==> config.mk <==
export PLATFORM = sky130hd
export DESIGN_NAME = hdr_frame_reader
export DESIGN_NICKNAME = d
export VERILOG_FILES = /design/src/rtl/hdr_pkg.sv /design/src/rtl/hdr_rd_fifo.sv /design/src/rtl/hdr_frame_reader.sv
export SDC_FILE = /design/constraint.sdc
export NUM_CORES = 1
export LEC_CHECK = 0
export CAP_MARGIN = 20
export CORE_MARGIN = 5
export CORE_UTILIZATION = 35
export CTS_BUF_LIST = sky130_fd_sc_hd__clkbuf_16
export DETAILED_ROUTE_END_ITERATION = 16
export PLACE_DENSITY_LB_ADDON = 0.1
export SYNTH_ARGS = -nofsm -noshare
export SYNTH_HDL_FRONTEND = slang
export SYNTH_SLANG_ARGS = --single-unit
==> constraint.sdc <==
create_clock -name clk -period 5.3 [get_ports clk]
set_input_delay 1.325 -clock clk [delete_from_list [all_inputs] [get_ports clk]]
set_output_delay 1.325 -clock clk [all_outputs]
set_load 0.01 [all_outputs]
==> src/rtl/hdr_pkg.sv <==
// Shared constants, RGB565 field widths and FSM encoding for the HDR frame reader.
// unpack_pixel() decodes pixel k of a 128-bit word.
package hdr_pkg;

    localparam logic [24:0] BUF0_BASE        = 25'hE1000;
    localparam logic [24:0] BUF1_BASE        = 25'h106800;
    localparam int unsigned ADDR_STEP        = 4;
    localparam int unsigned WORDS_PER_FRAME  = 38400;
    localparam int unsigned PIXELS_PER_WORD  = 8;
    localparam int unsigned PIXELS_PER_FRAME = 307200;
    localparam int unsigned FIFO_DEPTH       = 4;

    localparam int unsigned RED_W   = 5;
    localparam int unsigned GREEN_W = 6;
    localparam int unsigned BLUE_W  = 5;

    typedef enum logic [1:0] {
        StIdle = 2'd0,
        StFill = 2'd1,
        StRun  = 2'd2
    } rd_state_t;

    typedef struct packed {
        logic [RED_W-1:0]   red;
        logic [GREEN_W-1:0] green;
        logic [BLUE_W-1:0]  blue;
    } rgb565_t;

    // Within each 16-bit slot the low byte is "hi" and the high byte is "lo".
    function automatic rgb565_t unpack_pixel(input logic [127:0] word, input logic [2:0] k);
        logic [15:0] slot;
        rgb565_t     px;
        slot     = word[{k, 4'b0000} +: 16];
        px.red   = slot[7:3];
        px.green = {slot[2:0], slot[15:13]};
        px.blue  = slot[12:8];
        return px;
    endfunction

endpackage

==> src/rtl/hdr_rd_fifo.sv <==
// Synchronous word FIFO with flush; Depth must be a power of two (>= 2).
// Flush has priority over push and pop in the same cycle.
module hdr_rd_fifo #(
    parameter int unsigned Width = 128,
    parameter int unsigned Depth = 4
) (
    input  logic                     clk,
    input  logic                     rst,
    input  logic                     push,
    input  logic [Width-1:0]         push_data,
    input  logic                     pop,
    input  logic                     flush,
    output logic [Width-1:0]         head,
    output logic [$clog2(Depth):0]   count,
    output logic                     empty,
    output logic                     full
);

    localparam int unsigned PtrW = $clog2(Depth);
    localparam logic [PtrW:0] DepthCnt = (PtrW + 1)'(Depth);

    logic [Width-1:0] mem [Depth];
    logic [PtrW-1:0]  wr_ptr;
    logic [PtrW-1:0]  rd_ptr;
    logic             do_push;
    logic             do_pop;

    assign empty   = (count == '0);
    assign full    = (count == DepthCnt);
    assign do_push = push && !full && !flush;
    assign do_pop  = pop && !empty && !flush;
    assign head    = mem[rd_ptr];

    always_ff @(posedge clk) begin
        if (do_push) begin
            mem[wr_ptr] <= push_data;
        end
    end

    always_ff @(posedge clk) begin
        if (rst || flush) begin
            wr_ptr <= '0;
            rd_ptr <= '0;
            count  <= '0;
        end else begin
            if (do_push) begin
                wr_ptr <= wr_ptr + 1'b1;
            end
            if (do_pop) begin
                rd_ptr <= rd_ptr + 1'b1;
            end
            case ({do_push, do_pop})
                2'b10:   count <= count + 1'b1;
                2'b01:   count <= count - 1'b1;
                default: ;
            endcase
        end
    end

endmodule

==> src/rtl/hdr_frame_reader.sv <==
// Fetches a tone-mapped frame from the idle ping-pong half as 128-bit words and
// delivers one RGB565 pixel per pixel_req, with credit-based read flow control.
module hdr_frame_reader
    import hdr_pkg::*;
#(
    parameter logic [24:0] Buf0Base      = BUF0_BASE,
    parameter logic [24:0] Buf1Base      = BUF1_BASE,
    parameter int unsigned AddrStep      = ADDR_STEP,
    parameter int unsigned WordsPerFrame = WORDS_PER_FRAME,
    parameter int unsigned FifoDepth     = FIFO_DEPTH
) (
    input  logic         clk,
    input  logic         rst,
    input  logic         frame_start,
    input  logic         hdr_last_frame,
    input  logic         ram_busy,
    output logic         rd_req,
    output logic [24:0]  rd_address,
    input  logic         rd_valid,
    input  logic [127:0] rd_data,
    input  logic         pixel_req,
    output logic         pixel_valid,
    output logic [4:0]   pixel_red,
    output logic [5:0]   pixel_green,
    output logic [4:0]   pixel_blue,
    output logic         underflow,
    output logic         frame_done
);

    localparam int unsigned CntW = $clog2(FifoDepth) + 1;
    localparam logic [CntW-1:0] DepthCnt   = CntW'(FifoDepth);
    localparam logic [15:0]     WordsTotal = 16'(WordsPerFrame);
    localparam logic [18:0]     LastPixel  = 19'(WordsPerFrame * PIXELS_PER_WORD - 1);
    localparam logic [24:0]     Step       = 25'(AddrStep);

    rd_state_t       state;
    logic [24:0]     base;
    logic [15:0]     words_req;
    logic [CntW-1:0] outstanding;
    logic [CntW-1:0] drop_cnt;
    logic [CntW-1:0] in_flight;
    logic [CntW-1:0] fifo_count;
    logic [CntW:0]   credit_used;
    logic [2:0]      pixel_idx;
    logic [18:0]     pixel_cnt;
    logic [127:0]    fifo_head;
    logic            fifo_empty;
    logic            fifo_full;
    logic            fifo_push;
    logic            fifo_pop;
    logic            pixel_ok;
    logic            all_returned;
    rgb565_t         cur_px;

    assign credit_used  = {1'b0, outstanding} + {1'b0, fifo_count};
    assign in_flight    = drop_cnt + outstanding;
    assign rd_req       = ((state == StFill) || (state == StRun)) && !frame_start && !ram_busy
                          && (drop_cnt == '0) && (words_req < WordsTotal)
                          && (credit_used < {1'b0, DepthCnt});
    assign rd_address   = base + Step * {9'd0, words_req};
    // Responses owed to an abandoned frame are swallowed until drop_cnt drains.
    assign fifo_push    = rd_valid && (drop_cnt == '0) && !frame_start;
    assign pixel_ok     = pixel_req && (state == StRun) && !fifo_empty && !frame_start;
    assign fifo_pop     = pixel_ok && (pixel_idx == 3'd7);
    assign all_returned = (words_req == WordsTotal) && (outstanding == '0) && (drop_cnt == '0);
    assign cur_px       = unpack_pixel(fifo_head, pixel_idx);

    hdr_rd_fifo #(
        .Width (128),
        .Depth (FifoDepth)
    ) u_fifo (
        .clk       (clk),
        .rst       (rst),
        .push      (fifo_push),
        .push_data (rd_data),
        .pop       (fifo_pop),
        .flush     (frame_start),
        .head      (fifo_head),
        .count     (fifo_count),
        .empty     (fifo_empty),
        .full      (fifo_full)
    );

    always_ff @(posedge clk) begin
        if (rst) begin
            state       <= StIdle;
            base        <= Buf0Base;
            words_req   <= '0;
            outstanding <= '0;
            drop_cnt    <= '0;
            pixel_idx   <= '0;
            pixel_cnt   <= '0;
            pixel_valid <= 1'b0;
            pixel_red   <= '0;
            pixel_green <= '0;
            pixel_blue  <= '0;
            underflow   <= 1'b0;
            frame_done  <= 1'b0;
        end else begin
            frame_done  <= 1'b0;
            pixel_valid <= 1'b0;
            if (frame_start) begin
                state       <= StFill;
                base        <= hdr_last_frame ? Buf0Base : Buf1Base;
                words_req   <= '0;
                outstanding <= '0;
                drop_cnt    <= (rd_valid && (in_flight != '0)) ? in_flight - 1'b1 : in_flight;
                pixel_idx   <= '0;
                pixel_cnt   <= '0;
                underflow   <= 1'b0;
                if (pixel_req) begin
                    pixel_red   <= '0;
                    pixel_green <= '0;
                    pixel_blue  <= '0;
                end
            end else begin
                if (rd_req) begin
                    words_req <= words_req + 16'd1;
                end
                if (drop_cnt != '0) begin
                    if (rd_valid) begin
                        drop_cnt <= drop_cnt - 1'b1;
                    end
                end else if (rd_req && !rd_valid) begin
                    outstanding <= outstanding + 1'b1;
                end else if (!rd_req && rd_valid && (outstanding != '0)) begin
                    outstanding <= outstanding - 1'b1;
                end

                case (state)
                    StFill: if (fifo_full || all_returned) state <= StRun;
                    StRun:  if (pixel_ok && (pixel_cnt == LastPixel)) state <= StIdle;
                    default: ;
                endcase

                if (pixel_ok) begin
                    pixel_valid <= 1'b1;
                    pixel_red   <= cur_px.red;
                    pixel_green <= cur_px.green;
                    pixel_blue  <= cur_px.blue;
                    pixel_idx   <= pixel_idx + 3'd1;
                    pixel_cnt   <= pixel_cnt + 19'd1;
                    frame_done  <= (pixel_cnt == LastPixel);
                end else if (pixel_req) begin
                    pixel_red   <= '0;
                    pixel_green <= '0;
                    pixel_blue  <= '0;
                    if (state == StRun) begin
                        underflow <= 1'b1;
                    end
                end
            end
        end
    end

endmodule

-- Word level (Yosys, flattened, before mapping)
Memories as Yosys holds them, arrays and structs flattened. A register that Yosys moved wholly into a read port is not among the register bits.
Cells that the tools add are included.
- bits in registers: 97
- bits in writable memories: 512
- output and inout port bits: 45
- word-level logic and storage cells: 125
- memories: 1
- $add $sub $neg: 14
- order comparisons: 2
- equal/unequal tests: 12
- shift-type cells: 1
- mux-type cells: 26
- bitwise gates (word level): 2
- reduce and logical (&&, ||, !) cells: 50
- memories (name ; depth ; bits a word ; rd ports ; clocked after memory_dff ; wr ports ; line ; text):
    u_fifo.mem ; 4 ; 128 ; 1 ; 1 ; 1 ; hdr_rd_fifo.sv:22 ; logic [Width-1:0] mem [Depth];
- operator list (operator ; number):
    variable part select 128 x 8 -> 16 bit ; 1
    two-way mux 5 bit ; 6
    adder 25 x 18 -> 25 bit ; 1
    logical AND 1 bit ; 22
    two-way mux 21 bit ; 1
    adder 19 x 1 -> 19 bit (second input constant) ; 1
    equality test 19 bit (second input constant) ; 1
    two-way mux 3 bit ; 6
    two-way mux 6 bit ; 3
    adder 16 x 1 -> 16 bit (second input constant) ; 1
    equality test 16 bit (second input constant) ; 1
    < comparator 16 bit (second input constant) ; 1
    nonzero test 3 bit ; 4
    subtractor 3 x 1 -> 3 bit (second input constant) ; 4
    nonzero test 2 bit ; 5
    adder 3 x 1 -> 3 bit (second input constant) ; 3
    zero test 3 bit ; 3
    AND reduction 3 bit ; 3
    two-way mux 2 bit ; 4
    equality test 3 bit (second input constant) ; 2
    zero test 1 bit ; 6
    inequality test 3 x 2 -> 1 bit (second input constant) ; 2
    one-hot mux 3 bit (2 select lines) ; 1
    adder 2 x 1 -> 2 bit (second input constant) ; 2
    13 further kinds ; 23

-- Logic depth before layout (Yosys ltp)
Gate-level depths: netlist (run 1).
- depth after elaboration: 12
- mapped depth: 12
- mapped depth without buffers: 11

-- Hierarchy
A second synthesis (run 1) with hierarchy kept.
- cell total of the unflattened synthesis: 1223
- area total of the unflattened synthesis: 23666.4 um^2
- modules (own cells, without submodules) (module ; times used ; cells an instance ; area each (um^2) ; sequential area each (um^2)):
    hdr_rd_fifo ; 1 ; 723 ; 19052.0 ; 15554.9
    hdr_frame_reader ; 1 ; 500 ; 4614.4 ; 1341.3

-- Least setup slack after synthesis (run 1)
Ideal clock, no wire load.
- kind: in2reg
- from: in frame_start
- to: mem u_fifo.mem[1][0] (enable)
- library setup time: 0.502 ns
- arrival: 4.875 ns
- data required time: 4.798 ns
- slack: -0.078 ns
- cell stages on the path: 4
- cells stage by stage: buf_6 > and4b_1 > clkbuf_1 > and2_1
- longest elaborated chain between the ends: 6
- RTL lines (item ; line ; text):
    start, declared ; hdr_frame_reader.sv:14 ; input logic frame_start,
    zero test 1 bit * ; hdr_rd_fifo.sv:30, hdr_frame_reader.sv:62 ;
    logical AND 1 bit ; hdr_frame_reader.sv:62 ; assign fifo_push = rd_valid && (drop_cnt == '0) && !frame_start;
    logical AND 1 bit ; hdr_rd_fifo.sv:30 ; assign do_push = push && !full && !flush;
    logical AND 1 bit * ; hdr_rd_fifo.sv:30 ;
    two-way mux 1 bit * ; hdr_rd_fifo.sv:35 ; if (do_push) begin
    two-way mux 1 bit (not written as such) * ; hdr_rd_fifo.sv:36 ; mem[wr_ptr] <= push_data;
    end, declared ; hdr_rd_fifo.sv:22 ;
Mark *: on every way between the ends. The rest lies on a longest branch, timed or not.

-- Worst setup path after layout (run 1)
- from: in frame_start
- to: out rd_req
- longest elaborated chain between the ends: 6
- RTL lines (item ; line ; text):
    zero test 1 bit ; hdr_frame_reader.sv:57 ; assign rd_req = ((state == StFill) || (state == StRun)) && !frame_start && !ram_busy
    logical AND 1 bit (2 in a row) ; hdr_frame_reader.sv:57 ;
    logical AND 1 bit (2 in a row) ; hdr_frame_reader.sv:58 ; && (drop_cnt == '0) && (words_req < WordsTotal)
    logical AND 1 bit ; hdr_frame_reader.sv:59 ; && (credit_used < {1'b0, DepthCnt});
    end, declared ; hdr_frame_reader.sv:17 ; output logic rd_req,
Every way passes these cells.

==> results of run 1 <==
-- worst max-delay path: cells and delay by family --
kind,cells,cell delay [ps]
AND/OR/NAND/NOR,3,610
buffers and inverters,3,1210
-- registers in the layout, summed over array words and instances, names as in the netlist, 3 cells and up, named ones only --
register,flops
u_fifo.mem,512
pixel_cnt,19
words_req,16
pixel_green,6
pixel_blue,5
pixel_red,5
drop_cnt,3
outstanding,3
pixel_idx,3
u_fifo.count,3
-- power by group --
part           total (W)  switching, W  internal [W]
Sequential       0.00522     0.0000411       0.00517
Clock            0.00435       0.00182       0.00254
Combinational   0.000608      0.000336      0.000272
-- layout by cell type, fill, tap and decap left out, types with 28 or more instances in the layout --
cell and count:
edfxtp_1 512, o21ai_0 28, clkdlybuf4s50_1 174, clkbuf_16 70, inv_1 44, o22ai_1 31, dfxtp_1 72, nor2_1 73
mux4_2 80, nand2_1 33, mux2i_1 129, a21oi_1 41
-- how the worst max path moves through the flow --
| stage | cells past startpoint | slack (ps) | to |
|---|---|---|---|
| 2_1_floorplan | 4 | 1340 | u_fifo.mem[0][0] |
| 3_3_place_gp | 6 | 780 | rd_req |
| 3_5_place_dp | 6 | 800 | rd_req |
| 4_1_cts | 6 | 800 | rd_req |
| 5_1_grt | 8 | 700 | rd_address[19] |
| 6_report | 6 | 830 | rd_req |
-- per-layer routing --
metal	global-route usage, %	vias up	part of all wire [%]
met5	0	-	0
met4	4.56	0	2.4
met3	3.12	82	4.7
met2	25.5	319	48
met1	22.3	6713	45
li1	-	5964	-
-- final cells by class --
cell class / instances / area, µm²
Fill cell: 6063 / 38600
Sequential cell: 588 / 16900
Multi-Input combinational cell: 713 / 6420
Timing Repair Buffer: 206 / 2070
Clock buffer: 70 / 1750
Tap cell: 873 / 1090
Clock inverter: 53 / 329
Inverter: 22 / 82.6
Antenna cell: 2 / 5.00
-- metrics by stage --
stage / total power (W) / instances
6_report: 0.0102 / 2527
4_1_cts: 0.0103 / 2525
2_1_floorplan: 0.00562 / 1408
3_5_place_dp: 0.00592 / 2402
3_3_place_gp: 0.00592 / 2401
5_1_grt: 0.0106 / 2527
-- logic make-up after synthesis --
logic type / after synthesis
other: 1
XOR/XNOR: 35
buffers and inverters: 107
flip-flops: 588
adder cells (fa/ha/maj): 30
AND/OR/NAND/NOR: 260
multiplexers: 218
AO/OA/AOI/OAI: 165
==> flow_summary.toml, run 1 <==
[outcome]
status = "completed"

[place]
placed_cell_area_um2 = 26600
gp_congestion = 0.769
dp_hpwl_um = 37800
dpl_worst_slack_ps = 804
numPortBuffers = 174

[worst_setup_path]
endpoint_kind = "output pin"
slowest_stage = "clkdlybuf4s50_1"
path_cells = "clkdlybuf4s50_1, nor4b_4, nand4_1, buf_4, nor2_1, clkdlybuf4s50_1"
r2r_end = "pixel_green[4]"
slowest_delay_ps = 560
cp_max_fo = 7
crit_start = "frame_start"
start_kind = "input port"
critPathRequiredTime_ps = 3970
worstSetupPathType = "input port to output pin"
ff2ff_path_depth = 5
rrSetupSlack_ps = 2060
crit_arrival_ps = 3140
worstReg2RegStart = "pixel_idx[2]"
crit_top_cell = "clkdlybuf4s50_1"

[sta]
setup-tns-final_ps = 0
slew_headroom_pct = 28.1
clock_skew_ps = 21.8
hold_viol_final = 0
setup_viol = 0
drv_slew = 0
grt_setup_unrepaired = "false"
hold_ws_ps = 464
finalCriticalPeriod_ps = 4470
setup_slack_ps = 831
worst_slew_pin_slew_ps = 1050
clock.fmax_mhz = 224
period_share_pct = 84.3

[synthesis]
synth_most_common_cell = "edfxtp_1"
yosysTopAreaCell = "edfxtp_1"
synth-edff-count = 512
synth_area_um2 = 23800
synth_compound_area_share_pct = 4.50
async_reset_ff_share_pct = 0
ys_top_cells_by_count = "edfxtp_1, mux2i_1, mux4_2, dfxtp_1, nor2_1"
postSynthAreaPerCell_um2 = 16.9
synth_ff_type = "edfxtp_1"
synthMuxAreaShare_pct = 13.4
synthCells = 1404
synth_fa_ha_area_share_pct = 1.70
synth_top_area_share_pct = 64.6
synth_cell_types = 59
ys_warn_count = 0
synth_xor_area_share_pct = 1.29
ys_ff_latch = 588
synth_top_family_by_area = "multiplexers"
yosysSeqAreaShare_pct = 71.0
synthTopCellsByArea = "edfxtp_1, mux4_2, dfxtp_1"
synthSimpleGateAreaFrac_pct = 5.96

[global_routing]
grt_pass1_vias = 13600
grt_pass1_wl_um = 88500
track_usage_pct = 15.9
antenna_found_initial = 4
grt_start_max_net_pins = 74
grt-ovfl-total = 0

[clock_tree]
clk_pin_slew_ps = 50
cts.path.max_buffers = 3
cts_setup_buffers = 0
clockRootBuffer = "clkbuf_16"
cts_resized = 0
cts_hold_buffers = 0
htree_levels = 3
cts.sinks = 588
cts_made_buffers = 68
clkLatencyLatePin_ps = 600
tritoncts = "done"

[worst_hold_path]
hp-class = "flip-flop to flip-flop"
holdCritStartpoint = "underflow"
min_to = "underflow"
hold_depth = 2

[drt]
drc = 0
vias_per_cell = 5.18
drtIter0Drc = 849
wl_per_cell_um = 23.6
ant_nets = 0
first_pass_iters = 5
wirelength_um = 59600
route.vias.total = 13100

[floorplanning]
initial_core_util_pct = 35.4
num_rows = 95
die_w_um = 271
core_area_um2 = 67300
pin_count = 180
dieArea_um2 = 73300
fp.dieH_um = 271

[cells_and_area]
area_growth_pct = 20.5
fin_util_pct = 42.6
final_area_um2 = 28700
layout-drive-gt1-share_pct = 13.7
nets = 1764

[pwr]
powerDensity_nw_per_um2 = 355
p_leak_nw = 8.84
ir_drop_uv = 215

[flow_run]
drv_cap = 0
(Power assumes the default switching activity.)
==> run 2, diff against run 1 <==
==> constraint.sdc (replaced) <==
create_clock -name clk -period 4.05 [get_ports clk]
set_input_delay 1.0125 -clock clk [delete_from_list [all_inputs] [get_ports clk]]
set_output_delay 1.0125 -clock clk [all_outputs]
set_load 0.01 [all_outputs]
==> run 2 against run 1 <==
Net effect:
- final area grew 0.10%
- sequential power grew 31%
- critical path type is now flip-flop to output pin
- critical endpoint is now rd_address[21]
- clock skew shrank 0.61 ps
==> flow_summary.toml, run 2 (same netlist as run 1, synthesis figures left out) <==
[outcome]
status = "completed"

[place]
numPortBuffers = 174
dp_cells = 2409
dp_hpwl_um = 38100
gp_congestion = 0.756

[sta]
worst_slew_pin_slew_ps = 1030
period_share_pct = 93.8
clock.fmax_mhz = 263
grt_setup_unrepaired = "false"
setup-tns-final_ps = 0
finalCriticalPeriod_ps = 3800
hold_viol_final = 0
slew_headroom_pct = 31.5
clock_skew_ps = 21.2
drv_slew = 0
setup_viol = 0

[worst_hold_path]
holdCritStartpoint = "pixel_cnt[9]"
hold_depth = 2
hp-class = "flip-flop to flip-flop"
min_to = "pixel_cnt[9]"

[drt]
ant_nets = 0
drc = 0
wl_per_cell_um = 23.4
vias_per_cell = 5.14
first_pass_iters = 5
drtIter0Drc = 901
route.vias.total = 13000
wirelength_um = 59000

[clock_tree]
htree_levels = 2
cts_hold_buffers = 0
cts_resized = 4
tritoncts = "done"
clkLatencyLatePin_ps = 620
clk_pin_slew_ps = 60
cts.path.max_buffers = 3
cts_made_buffers = 61
cts_setup_buffers = 0
cts.sinks = 588
clockRootBuffer = "clkbuf_16"

[flow_run]
drv_cap = 0

[global_routing]
grt_start_max_net_pins = 74
grt_pass1_wl_um = 87900
grt_pass1_vias = 13400
grt-ovfl-total = 0
track_usage_pct = 15.8
antenna_found_initial = 3

[worst_setup_path]
cp_top_family = "adder cells"
critPathRequiredTime_ps = 3040
path_cells = "ha_1, fa_1, a21o_1, a21oi_2, nor2_1, a21oi_2, nor2_1, clkdlybuf4s50_1"
slowest_delay_ps = 470
endpoint_kind = "output pin"
worstReg2RegStart = "state[0]"
rrSetupSlack_ps = 930
r2r_end = "outstanding[1]"
worstSetupPathType = "flip-flop to output pin"
crit_arrival_ps = 2790
worst-path-buf-inv = 1
cp_max_fo = 6
ff2ff_path_depth = 11
slowest_stage = "clkdlybuf4s50_1"
start_kind = "flip-flop"

[floorplanning]
fp.dieH_um = 271
dieArea_um2 = 73300
num_rows = 95
core_area_um2 = 67300
die_w_um = 271
pin_count = 180
initial_core_util_pct = 35.4

[cells_and_area]
largest_register_ffs = 512
final_common_cell = "edfxtp_1"
post_layout_nonfiller_instances = 2524
nFillCells = 6002
layout-drive-gt1-share_pct = 14.7
ff_latch_area_um2 = 16900
area_growth_pct = 20.6
top_register = "u_fifo.mem"
multi_input_area_um2 = 6430
largest_registers = "u_fifo.mem (512), pixel_cnt (19), words_req (16)"
layout_common_cells = "edfxtp_1, clkdlybuf4s50_1, mux2i_1"
fin_util_pct = 42.6
nets = 1764

[pwr]
ir_drop_uv = 312
power_w = 0.0131
p_sw_w = 0.00277
switching_share_pct = 21.1
p_seq_share_pct = 52.1
pwr-share-clk_pct = 41.9
powerDensity_nw_per_um2 = 457
comb_power_share_pct = 6.0
p_int_w = 0.0103
p_leak_nw = 8.81
==> run 2: per-stage QoR <==
stage                     instance area (µm²)  hold slack, ps  setup WS [ps]
after detailed placement                26700             490            230
after global routing                    28700             536           60.9
after CTS                               28700             500           20.8
final                                   28700             494            249
after floorplan                         23800             454            406
after global placement                  26700             462            230
==> run 2: final cells by class <==
type	count	share of cell area [%]
inverter	22	0.288
multi-input combinational	713	22.4
clock inverter	52	1.48
antenna	1	0.00872
sequential	588	59.0
clock buffer	62	5.41
timing repair buffer	213	7.62
tap	873	3.81
==> run 2: routing by layer <==
metal / vias up / part of all wire, % / GRT usage (%)
met5: - / 0.020 / 0
met4: 2 / 1.9 / 3.40
met3: 81 / 4.5 / 2.82
met2: 287 / 47 / 25.4
met1: 6647 / 46 / 22.7
li1: 5950 / - / -
==> run 2: worst min-delay path, delay by kind of cell (launching register included) <==
kind           cells  cell delay [ps]
flip-flops         1              320
AO/OA/AOI/OAI      2              130
==> run 2: power groups by stage <==
stage,clock (W),sequential (W),combinational [W]
after floorplan,0,0.00695,0.000400
after detailed placement,0,0.00695,0.000800
final,0.00549,0.00682,0.000788
after global routing,0.00591,0.00683,0.000867
after global placement,0,0.00694,0.000797
after CTS,0.00563,0.00682,0.000805
==> run 2: how the worst max path moves through the flow <==
stage                             from                to  cells past startpoint  slack [ps]
after global placement     frame_start    outstanding[1]                     10         230
after detailed placement   frame_start    outstanding[1]                     10         230
after global routing          base[19]    rd_address[20]                      7          60
after CTS                 words_req[9]    rd_address[19]                      8          20
after floorplan            frame_start  u_fifo.mem[0][0]                      4         410
final                         base[14]    rd_address[21]                      8         250
==> run 3, diff against run 2 <==
==> constraint.sdc (replaced) <==
create_clock -name clk -period 4.05 [get_ports clk]
set_input_delay 1.0125 -clock clk [delete_from_list [all_inputs] [get_ports clk]]
set_output_delay 1.0125 -clock clk [all_outputs]
set_load 0.05 [all_outputs]
==> run 3 against run 2 <==
Net effect:
- final area increased by 0.29%
- critical path type unchanged
- routed wire length decreased by 1.0%
- combinational power increased by 4.6%
- flip-flop and latch count unchanged
- via count decreased by 0.86%
- fmax decreased by 0.28%
- critical path depth decreased by 3
==> flow_summary.toml, run 3 (same netlist as run 1, synthesis figures left out) <==
[outcome]
status = "completed"

[worst_setup_path]
cp-endpoint = "rd_address[14]"
worstSetupPathType = "flip-flop to output pin"
crit_arrival_ps = 2800
start_kind = "flip-flop"
worst-path-buf-inv = 1
crit_start = "base[19]"
endpoint_kind = "output pin"
slowest_stage = "clkdlybuf4s50_1"
rrSetupSlack_ps = 1180
critPathRequiredTime_ps = 3040
path_cells = "ha_1, a21o_1, a21oi_1, xnor2_1, clkdlybuf4s50_1"
ff2ff_path_depth = 10
r2r_end = "outstanding[1]"
cp_max_fo = 10
cp_top_family = "buffers and inverters"
worstReg2RegStart = "state[0]"
path_depth = 5
slowest_delay_ps = 820

[cells_and_area]
layout-drive-gt1-share_pct = 14.1
top_register = "u_fifo.mem"
layout_common_cells = "edfxtp_1, clkdlybuf4s50_1, mux2i_1"
largest_register_ffs = 512
fin_util_pct = 42.8
area_growth_pct = 20.9
post_layout_nonfiller_instances = 2532
largest_registers = "u_fifo.mem (512), pixel_cnt (19), words_req (16)"
nets = 1773
final_common_cell = "edfxtp_1"

[clock_tree]
cts_setup_buffers = 0
htree_levels = 3
cts_made_buffers = 68
clockRootBuffer = "clkbuf_16"
clk_pin_slew_ps = 50
cts.path.max_buffers = 3
clkLatencyLatePin_ps = 580
cts.sinks = 588
tritoncts = "done"

[pwr]
power_w = 0.0133
powerDensity_nw_per_um2 = 461
p_int_w = 0.0105
p_leak_nw = 8.93
p_seq_share_pct = 51.5
ir_drop_uv = 285
p_sw_w = 0.00279
comb_power_share_pct = 6.2
switching_share_pct = 21.1
pwr-share-clk_pct = 42.3

[drt]
drtIter0Drc = 861
wirelength_um = 58400
drc = 0
wl_per_cell_um = 23.1
route.vias.total = 12900
first_pass_iters = 5
vias_per_cell = 5.08
ant_nets = 0

[place]
dp_cells = 2411
numPortBuffers = 174
gp_congestion = 0.779
dp_hpwl_um = 37600

[global_routing]
grt_pass1_vias = 13300
grt-ovfl-total = 0
track_usage_pct = 15.7
grt_start_max_net_pins = 85
antenna_found_initial = 5
grt_pass1_wl_um = 87400

[flow_run]
drv_cap = 0

[sta]
clock.fmax_mhz = 262
slew_headroom_pct = 33.4
drv_slew = 0
setup-tns-final_ps = 0
clock_skew_ps = 20.4
period_share_pct = 94.1
finalCriticalPeriod_ps = 3810
worst_slew_pin_slew_ps = 997
hold_viol_final = 0
grt_setup_unrepaired = "false"
setup_viol = 0

[floorplanning]
die_w_um = 271
core_area_um2 = 67300
num_rows = 95
dieArea_um2 = 73300
pin_count = 180
fp.dieH_um = 271
initial_core_util_pct = 35.4

[worst_hold_path]
hold_depth = 2
hp-class = "flip-flop to flip-flop"
run 3: how the worst min path moves through the flow:
stage	startpoint	to
6_report	pixel_cnt[6]	pixel_cnt[6]
5_1_grt	pixel_cnt[6]	pixel_cnt[6]
4_1_cts	pixel_cnt[6]	pixel_cnt[6]
3_5_place_dp	pixel_cnt[6]	pixel_cnt[6]
3_3_place_gp	pixel_cnt[6]	pixel_cnt[6]
2_1_floorplan	pixel_cnt[6]	pixel_cnt[6]
run 3: power groups by stage:
stage               logic (W)  clock network (W)  registers (W)
CTS                  0.000846            0.00579        0.00682
detailed placement   0.000841                  0        0.00695
floorplan            0.000428                  0        0.00695
global route         0.000901            0.00606        0.00684
global placement     0.000839                  0        0.00694
finish               0.000824            0.00561        0.00682
run 3: layer usage:
layer | part of all wire (%) | GRT usage [%]
met5 | 0.022 | 0
met4 | 2.0 | 4.12
met3 | 4.2 | 2.82
met2 | 48 | 25.6
met1 | 46 | 22.0
run 3: tightest hold or removal path, delay by kind of cell, from the launching register on:
kind	cells	cell delay, ps
compound gates	2	130
flops	1	310
run 3: metrics by stage:
step / area [µm²] / hold WS (ps) / setup slack [ps]
after floorplan: 23800 / 454 / 406
final: 28800 / 495 / 239
after CTS: 28800 / 492 / 2.32
after global placement: 26700 / 472 / 459
after global routing: 28800 / 530 / 13.3
after detailed placement: 26700 / 482 / 423
run 3: area by class of cell:
| cell class | count | area [µm²] |
|---|---|---|
| fillers | 6016 | 38500 |
| flip-flops and latches | 588 | 16900 |
| multi-input cells | 713 | 6420 |
| repair buffers | 215 | 2210 |
| clock buffers | 71 | 1780 |
| well taps | 873 | 1090 |
| clock inverters | 49 | 275 |
| inverters | 22 | 82.6 |
| diodes | 1 | 2.50 |
run 3: timing repair:
action,4_1_cts,5_1_grt
hold buffers,0,0
endpoints found under the setup margin,5,4
resized for setup,5,6
==> variant 1, RTL diff (settings of run 2) <==
Make the reset (`rst`) asynchronous in one clocked block.
--- a/src/rtl/hdr_frame_reader.sv
+++ b/src/rtl/hdr_frame_reader.sv
@@ -81,7 +81,7 @@
         .full      (fifo_full)
     );
 
-    always_ff @(posedge clk) begin
+    always_ff @(posedge clk or posedge rst) begin
         if (rst) begin
             state       <= StIdle;
             base        <= Buf0Base;
Behaviour: differs if rst is asserted again (counterexample within 4 cycles, from zero or initial values and one cycle with rst high); with rst held inactive, the same outputs for 4 cycles.
==> variant 1 against run 2 <==
Register-to-register slack got worse by 0.19 ns; power barely moved; area after synthesis rose by 0.26%; wire length fell by 3.7%; fmax fell by 0.71%; combinational power fell by 23%; setup slack got worse by 0.027 ns; sequential power fell by 1%; sequential cell count did not move; clock power rose by 4.9%; final area rose by 1.4%; largest power group unchanged.
==> variant 1: results (changes against run 2) <==
clock_tree:
  h-tree-depth: 3  # +1
  cts_buffers: 67  # +9.8%
  clock_latency_ns: 0.59  # -0.03 ns
critical_path:
  critPathArrivalTime_ns: 2.82  # +0.03 ns
  critical_path.max_fanout: 3  # -3
  critical_path.slowest_cell: "dfstp_2"
  cp_top_family: "compound AO/OA/AOI/OAI gates"
  crit_path_max_incr_delay_ns: 0.55  # +0.08 ns
power_and_ir_drop:
  static-leakage-power_nw: 9.443  # +7.2%
  ir_drop_mv: 0.2992  # -4.1%
global_routing:
  grt.total_usage: 0.1537  # -0.004251
  grt_pass1_wl_mm: 85.86  # -2.3%
  grt_max_degree: 62  # -16%
  grt_pass1_vias: 13266  # -0.71%
  antenna_found_initial: 5  # +2
logic_synthesis:
  ys_seq_area_frac: 0.7225  # +0.01229
  synth_edf_count: 512  # unchanged
  async_flop_share: 0.1139  # +0.1139
  synth_cells: 1341  # -4.5%
status:
  status: "completed"
place:
  dpl.hpwl_mm: 37.32  # -2.0%
  dp.cells: 2360  # -2.0%
finish:
  final_cells: 2489  # -1.4%
  reg_top3: "u_fifo.mem (512), pixel_cnt (19), words_req (16)"
  fin_nets: 1723  # -2.3%
  drive_gt1_frac: 0.1830  # +0.03634
timing:
  fin_worst_skew_ns: 0.01666  # -0.004560 ns
  worstMarginPinSlew_ns: 0.9666  # -0.06045 ns
detailed_routing:
  drt-initial-drc-count: 731  # -19%
  routed_wl_mm: 56.78  # -3.7%
  avgViaCountPerCell: 5.029  # -2.1%
==> variant 1: changes by cell type in the layout (fill, tap and decap cells not counted), moves of 17 or more <==
cell,delta
a221oi_1,+21
dfxtp_1,-61
inv_1,+34
dfrtp_1,+64
mux2i_1,-56
mux2_2,+32
nor2_1,-17
==> variant 1: power breakdown <==
group          switching, mW  internal [mW]  total, mW
clock                   2.38           3.38       5.76
sequential            0.0412           6.70       6.74
combinational          0.318          0.288      0.606
==> variant 1: routing by layer <==
layer	GRT usage	wire length [um]	up-vias
li1	-	-	5747
met2	0.2532	27660	240
met5	0	33	-
met4	0.03693	1112	4
met3	0.03633	2678	82
met1	0.2079	25300	6443
==> variant 1: repair_timing <==
action / CTS / global route
pin swaps: 1 / 1
setup endpoints to repair: 3 / 4
resized for setup: 1 / 5
hold buffers: 0 / 0
buffers inserted: 2 / 1
==> variant 1: worst paths after layout <==
| kind | start | to | slack, ns | cells after the start |
|---|---|---|---|---|
| setup / recovery | base[19]$_DFFE_PP1P_ | rd_address[20] | 0.22 | 7 |
| hold / removal | state[0]$_DFFE_PP0P_ | state[0]$_DFFE_PP0P_ | 0.52 | 1 |
| setup reg to reg | outstanding[2]$_DFFE_PP0P_ | outstanding[1]$_DFFE_PP0P_ | 0.74 | 10 |
| hold reg to reg | state[0]$_DFFE_PP0P_ | state[0]$_DFFE_PP0P_ | 0.52 | 1 |
| max in group asynchronous | rst | base[19]$_DFFE_PP1P_ | 2.36 | 3 |
| min in group asynchronous | rst | drop_cnt[2]$_DFFE_PP0P_ | 0.92 | 2 |
==> variant 1: through the flow <==
stage | setup TNS [ns] | instance area (um^2) | hold slack (ns) | worst slack (ns) | power, mW
after floorplan | -43.28 | 23870 | 0.4786 | -0.08454 | 7.144
after global placement | 0 | 26950 | 0.4963 | 0.1781 | 7.476
after detailed placement | 0 | 26950 | 0.5075 | 0.1744 | 7.485
after CTS | 0 | 29070 | 0.5205 | 0.04292 | 13.31
after global routing | 0 | 29080 | 0.5454 | 0.03680 | 13.63
final | 0 | 29090 | 0.5151 | 0.2221 | 13.10
==> variant 1: final cells by class <==
class                   instances  area (um^2)
diodes                          4        10.01
clock buffers                  68         1702
clock inverters                54        397.9
fillers                      5927        38300
inverters                      45        168.9
multi-input cells             631         6107
flip-flops and latches        588        17250
well taps                     873         1092
repair buffers                226         2371
==> variant 1: cells by family after synthesis <==
| family | count (synthesis) | synth area share |
|---|---|---|
| buffers and inverters | 126 | 0.02271 |
| AOI/OAI and AO/OA | 145 | 0.04317 |
| adders and majority gates | 29 | 0.01647 |
| DFF | 588 | 0.7225 |
| muxes | 204 | 0.1345 |
| xor gates and xnor gates | 42 | 0.01542 |
| and+or+nand+nor | 206 | 0.04506 |
| other | 1 | 0.0001572 |
==> variant 2, RTL diff (flow settings as in run 2) <==
Made on the original files. Register the inputs `frame_start`, `hdr_last_frame`, `ram_busy`, `rd_valid`, `rd_data` and `pixel_req` before use. The logic sees them one clock later.
--- a/src/rtl/hdr_frame_reader.sv
+++ b/src/rtl/hdr_frame_reader.sv
@@ -33,6 +33,22 @@
     localparam logic [18:0]     LastPixel  = 19'(WordsPerFrame * PIXELS_PER_WORD - 1);
     localparam logic [24:0]     Step       = 25'(AddrStep);
 
+    logic frame_start_q;
+    logic hdr_last_frame_q;
+    logic ram_busy_q;
+    logic rd_valid_q;
+    logic [127:0] rd_data_q;
+    logic pixel_req_q;
+
+    always_ff @(posedge clk) begin
+        frame_start_q    <= frame_start;
+        hdr_last_frame_q <= hdr_last_frame;
+        ram_busy_q       <= ram_busy;
+        rd_valid_q       <= rd_valid;
+        rd_data_q        <= rd_data;
+        pixel_req_q      <= pixel_req;
+    end
+
     rd_state_t       state;
     logic [24:0]     base;
     logic [15:0]     words_req;
@@ -54,13 +70,13 @@
 
     assign credit_used  = {1'b0, outstanding} + {1'b0, fifo_count};
     assign in_flight    = drop_cnt + outstanding;
-    assign rd_req       = ((state == StFill) || (state == StRun)) && !frame_start && !ram_busy
+    assign rd_req       = ((state == StFill) || (state == StRun)) && !frame_start_q && !ram_busy_q
                           && (drop_cnt == '0) && (words_req < WordsTotal)
                           && (credit_used < {1'b0, DepthCnt});
     assign rd_address   = base + Step * {9'd0, words_req};
     // Responses owed to an abandoned frame are swallowed until drop_cnt drains.
-    assign fifo_push    = rd_valid && (drop_cnt == '0) && !frame_start;
-    assign pixel_ok     = pixel_req && (state == StRun) && !fifo_empty && !frame_start;
+    assign fifo_push    = rd_valid_q && (drop_cnt == '0) && !frame_start_q;
+    assign pixel_ok     = pixel_req_q && (state == StRun) && !fifo_empty && !frame_start_q;
     assign fifo_pop     = pixel_ok && (pixel_idx == 3'd7);
     assign all_returned = (words_req == WordsTotal) && (outstanding == '0) && (drop_cnt == '0);
     assign cur_px       = unpack_pixel(fifo_head, pixel_idx);
@@ -72,9 +88,9 @@
         .clk       (clk),
         .rst       (rst),
         .push      (fifo_push),
-        .push_data (rd_data),
+        .push_data (rd_data_q),
         .pop       (fifo_pop),
-        .flush     (frame_start),
+        .flush     (frame_start_q),
         .head      (fifo_head),
         .count     (fifo_count),
         .empty     (fifo_empty),
@@ -99,16 +115,16 @@
         end else begin
             frame_done  <= 1'b0;
             pixel_valid <= 1'b0;
-            if (frame_start) begin
+            if (frame_start_q) begin
                 state       <= StFill;
-                base        <= hdr_last_frame ? Buf0Base : Buf1Base;
+                base        <= hdr_last_frame_q ? Buf0Base : Buf1Base;
                 words_req   <= '0;
                 outstanding <= '0;
-                drop_cnt    <= (rd_valid && (in_flight != '0)) ? in_flight - 1'b1 : in_flight;
+                drop_cnt    <= (rd_valid_q && (in_flight != '0)) ? in_flight - 1'b1 : in_flight;
                 pixel_idx   <= '0;
                 pixel_cnt   <= '0;
                 underflow   <= 1'b0;
-                if (pixel_req) begin
+                if (pixel_req_q) begin
                     pixel_red   <= '0;
                     pixel_green <= '0;
                     pixel_blue  <= '0;
@@ -118,12 +134,12 @@
                     words_req <= words_req + 16'd1;
                 end
                 if (drop_cnt != '0) begin
-                    if (rd_valid) begin
+                    if (rd_valid_q) begin
                         drop_cnt <= drop_cnt - 1'b1;
                     end
-                end else if (rd_req && !rd_valid) begin
+                end else if (rd_req && !rd_valid_q) begin
                     outstanding <= outstanding + 1'b1;
-                end else if (!rd_req && rd_valid && (outstanding != '0)) begin
+                end else if (!rd_req && rd_valid_q && (outstanding != '0)) begin
                     outstanding <= outstanding - 1'b1;
                 end
 
@@ -141,7 +157,7 @@
                     pixel_idx   <= pixel_idx + 3'd1;
                     pixel_cnt   <= pixel_cnt + 19'd1;
                     frame_done  <= (pixel_cnt == LastPixel);
-                end else if (pixel_req) begin
+                end else if (pixel_req_q) begin
                     pixel_red   <= '0;
                     pixel_green <= '0;
                     pixel_blue  <= '0;
Check against the original RTL: not equivalent (a bounded check fails within 4 cycles, from zero or initial values and one cycle with rst high).
==> variant 2 against run 2 <==
Cell count is 8.2% higher; critical path depth stayed put; wire length is 4.2% higher; non-clock buffer count is 4 lower; final area is 10% higher; first-iteration DRC count is 3.1% lower; area after synthesis is 10% higher; sequential cell count is 133 higher; register-to-register slack better by 0.04 ns; setup slack worse by 0.034 ns; power is 19% higher; largest cell class unchanged; largest power group unchanged; highest routed layer is now met4.
==> variant 2: results (changes against run 2) <==
global_routing:
  grt.total_usage: 0.1506  # -0.007347
  antenna_found_initial: 0  # -3
  grt_pass1_vias: 14407  # +7.8%
  grt_pass1_wl_mm: 92.88  # +5.7%
  grt_max_degree: 66  # -11%
clock_tree:
  h-tree-depth: 3  # +1
  cts_root_buffer: "clkbuf_16"
  clock_latency_ns: 0.62  # about the same
  clk_pin_slew_ns: 0.06  # about the same
  cts_buffers: 79  # +30%
status:
  status: "completed"
power_and_ir_drop:
  p_sw_mw: 3.343  # +21%
  power.density_nw_per_um2: 492.7  # +7.9%
  static-leakage-power_nw: 10.23  # +16%
  ir_drop_mv: 0.2779  # -11%
  powerSeq_mw: 8.28  # +21%
  clkPwrFrac: 0.427  # +0.008
place:
  routabilityCongestion: 0.7304  # -3.4%
  io_buffers: 174  # unchanged
  dpl.hpwl_mm: 38.65  # +1.4%
logic_synthesis:
  async_flop_share: 0  # unchanged
  yosys_warnings: 0  # unchanged
  synth_xor_area_frac: 0.01436  # +0.001475
  synthTopCellsByArea: "edfxtp_1 (59%), dfxtp_1 (16%), mux4_2 (7.7%), mux2i_1 (3.4%), ha_1 (1.2%)"
  synth_adder_area_share: 0.01546  # -0.001582
  ys_seq_area_frac: 0.7458  # +0.03559
  synth_edf_count: 512  # unchanged
  synth_mux_area_frac: 0.1164  # -0.01790
  ys.flop_type: "edfxtp_1"
  synth.distinct_cells: 64  # +8.5%
  synth_commonest_cells: "edfxtp_1 (512), dfxtp_1 (209), mux2i_1 (90), mux4_2 (90), nor2_1 (76)"
  synth_compound_area_frac: 0.04213  # -0.002892
worst_hold_path:
  min_path_type: "reg2reg"
  min_to: "base[19]$_SDFFE_PP1P_"
  hp-start: "hdr_last_frame_q$_DFF_P_"
critical_path:
  crit_start: "base[14]$_SDFFE_PP0P_"
  crit_end: "rd_address[21]"
  r2r_slack_ns: 0.97  # +0.04 ns
  critPathArrivalTime_ns: 2.82  # +0.03 ns
  r2r-start: "state[0]$_SDFFE_PP0P_"
  r2r_cells: 12  # +1
  crit_path_max_incr_delay_ns: 0.47  # about the same
detailed_routing:
  wl_per_cell_um: 22.51  # -3.7%
  first_pass_iters: 5  # unchanged
  avgViaCountPerCell: 4.958  # -3.5%
  drt-initial-drc-count: 873  # -3.1%
finish:
  n_fill_cell: 6630  # +10%
  fin_nets: 1860  # +5.4%
  reg_top3: "u_fifo.mem (512), rd_data_q (128), pixel_cnt (19)"
  drive_gt1_frac: 0.1516  # +0.004952
  antenna_cells: 0  # -1
timing:
  worstMarginPinSlew_ns: 1.111  # +0.08368 ns
  fin_worst_skew_ns: 0.01952  # -0.001698 ns
  whs_ns: 0.4729  # -0.02098 ns
-- variant 2: changes by cell type after synthesis, sizes merged, moves of 12 or more --
cell    before  now
nand2b      20    8
o31ai       14    1
xor2         9   21
dfxtp       76  209
o22ai       31   16
o21ai       28   13
mux2i      129   90
nand2       33   56
-- variant 2: stage by stage --
| stage | instance area [um^2] | std cells | utilization | setup WS [ns] |
|---|---|---|---|---|
| 6_report | 31670 | 2730 | 0.4261 | 0.2158 |
| 5_1_grt | 31670 | 2730 | 0.4261 | 0.009095 |
| 4_1_cts | 31650 | 2729 | 0.4259 | 0.03207 |
| 3_5_place_dp | 29210 | 2582 | 0.3930 | 0.5577 |
| 3_3_place_gp | 29210 | 2582 | 0.3930 | 0.5361 |
| 2_1_floorplan | 26250 | 1489 | - | 0.6784 |
-- variant 2: cell type report --
cell class / instances / area, um^2 / area share
Sequential cell: 721 / 19570 / 0.6179
Timing Repair Buffer: 209 / 2148 / 0.06783
Multi-Input combinational cell: 661 / 6213 / 0.1962
Clock inverter: 64 / 362.8 / 0.01146
Inverter: 23 / 86.33 / 0.002726
Tap cell: 969 / 1212 / 0.03828
Clock buffer: 83 / 2077 / 0.06558
-- variant 2: cell families (layout without fill, tap and decap cells) --
logic type / count (synthesis) / count (layout)
flops: 721 / 721
simple gates: 239 / 239
mux: 191 / 191
compound gates: 153 / 153
buf+inv: 107 / 379
xor+xnor: 43 / 43
fa+ha+maj: 30 / 30
other cells: 1 / 5
-- variant 2: timing repair --
action	in CTS	in global routing
gates resized for setup	2	3
endpoints found under the hold margin	0	0
endpoints found under the setup margin	1	5
-- variant 2: per-layer routing --
layer,up-vias,global-route usage,wire length [um]
li1,6229,-,-
met5,-,0,0
met2,275,0.2475,29810
met3,81,0.02586,2662
met1,6951,0.2104,28000
met4,0,0.03652,975
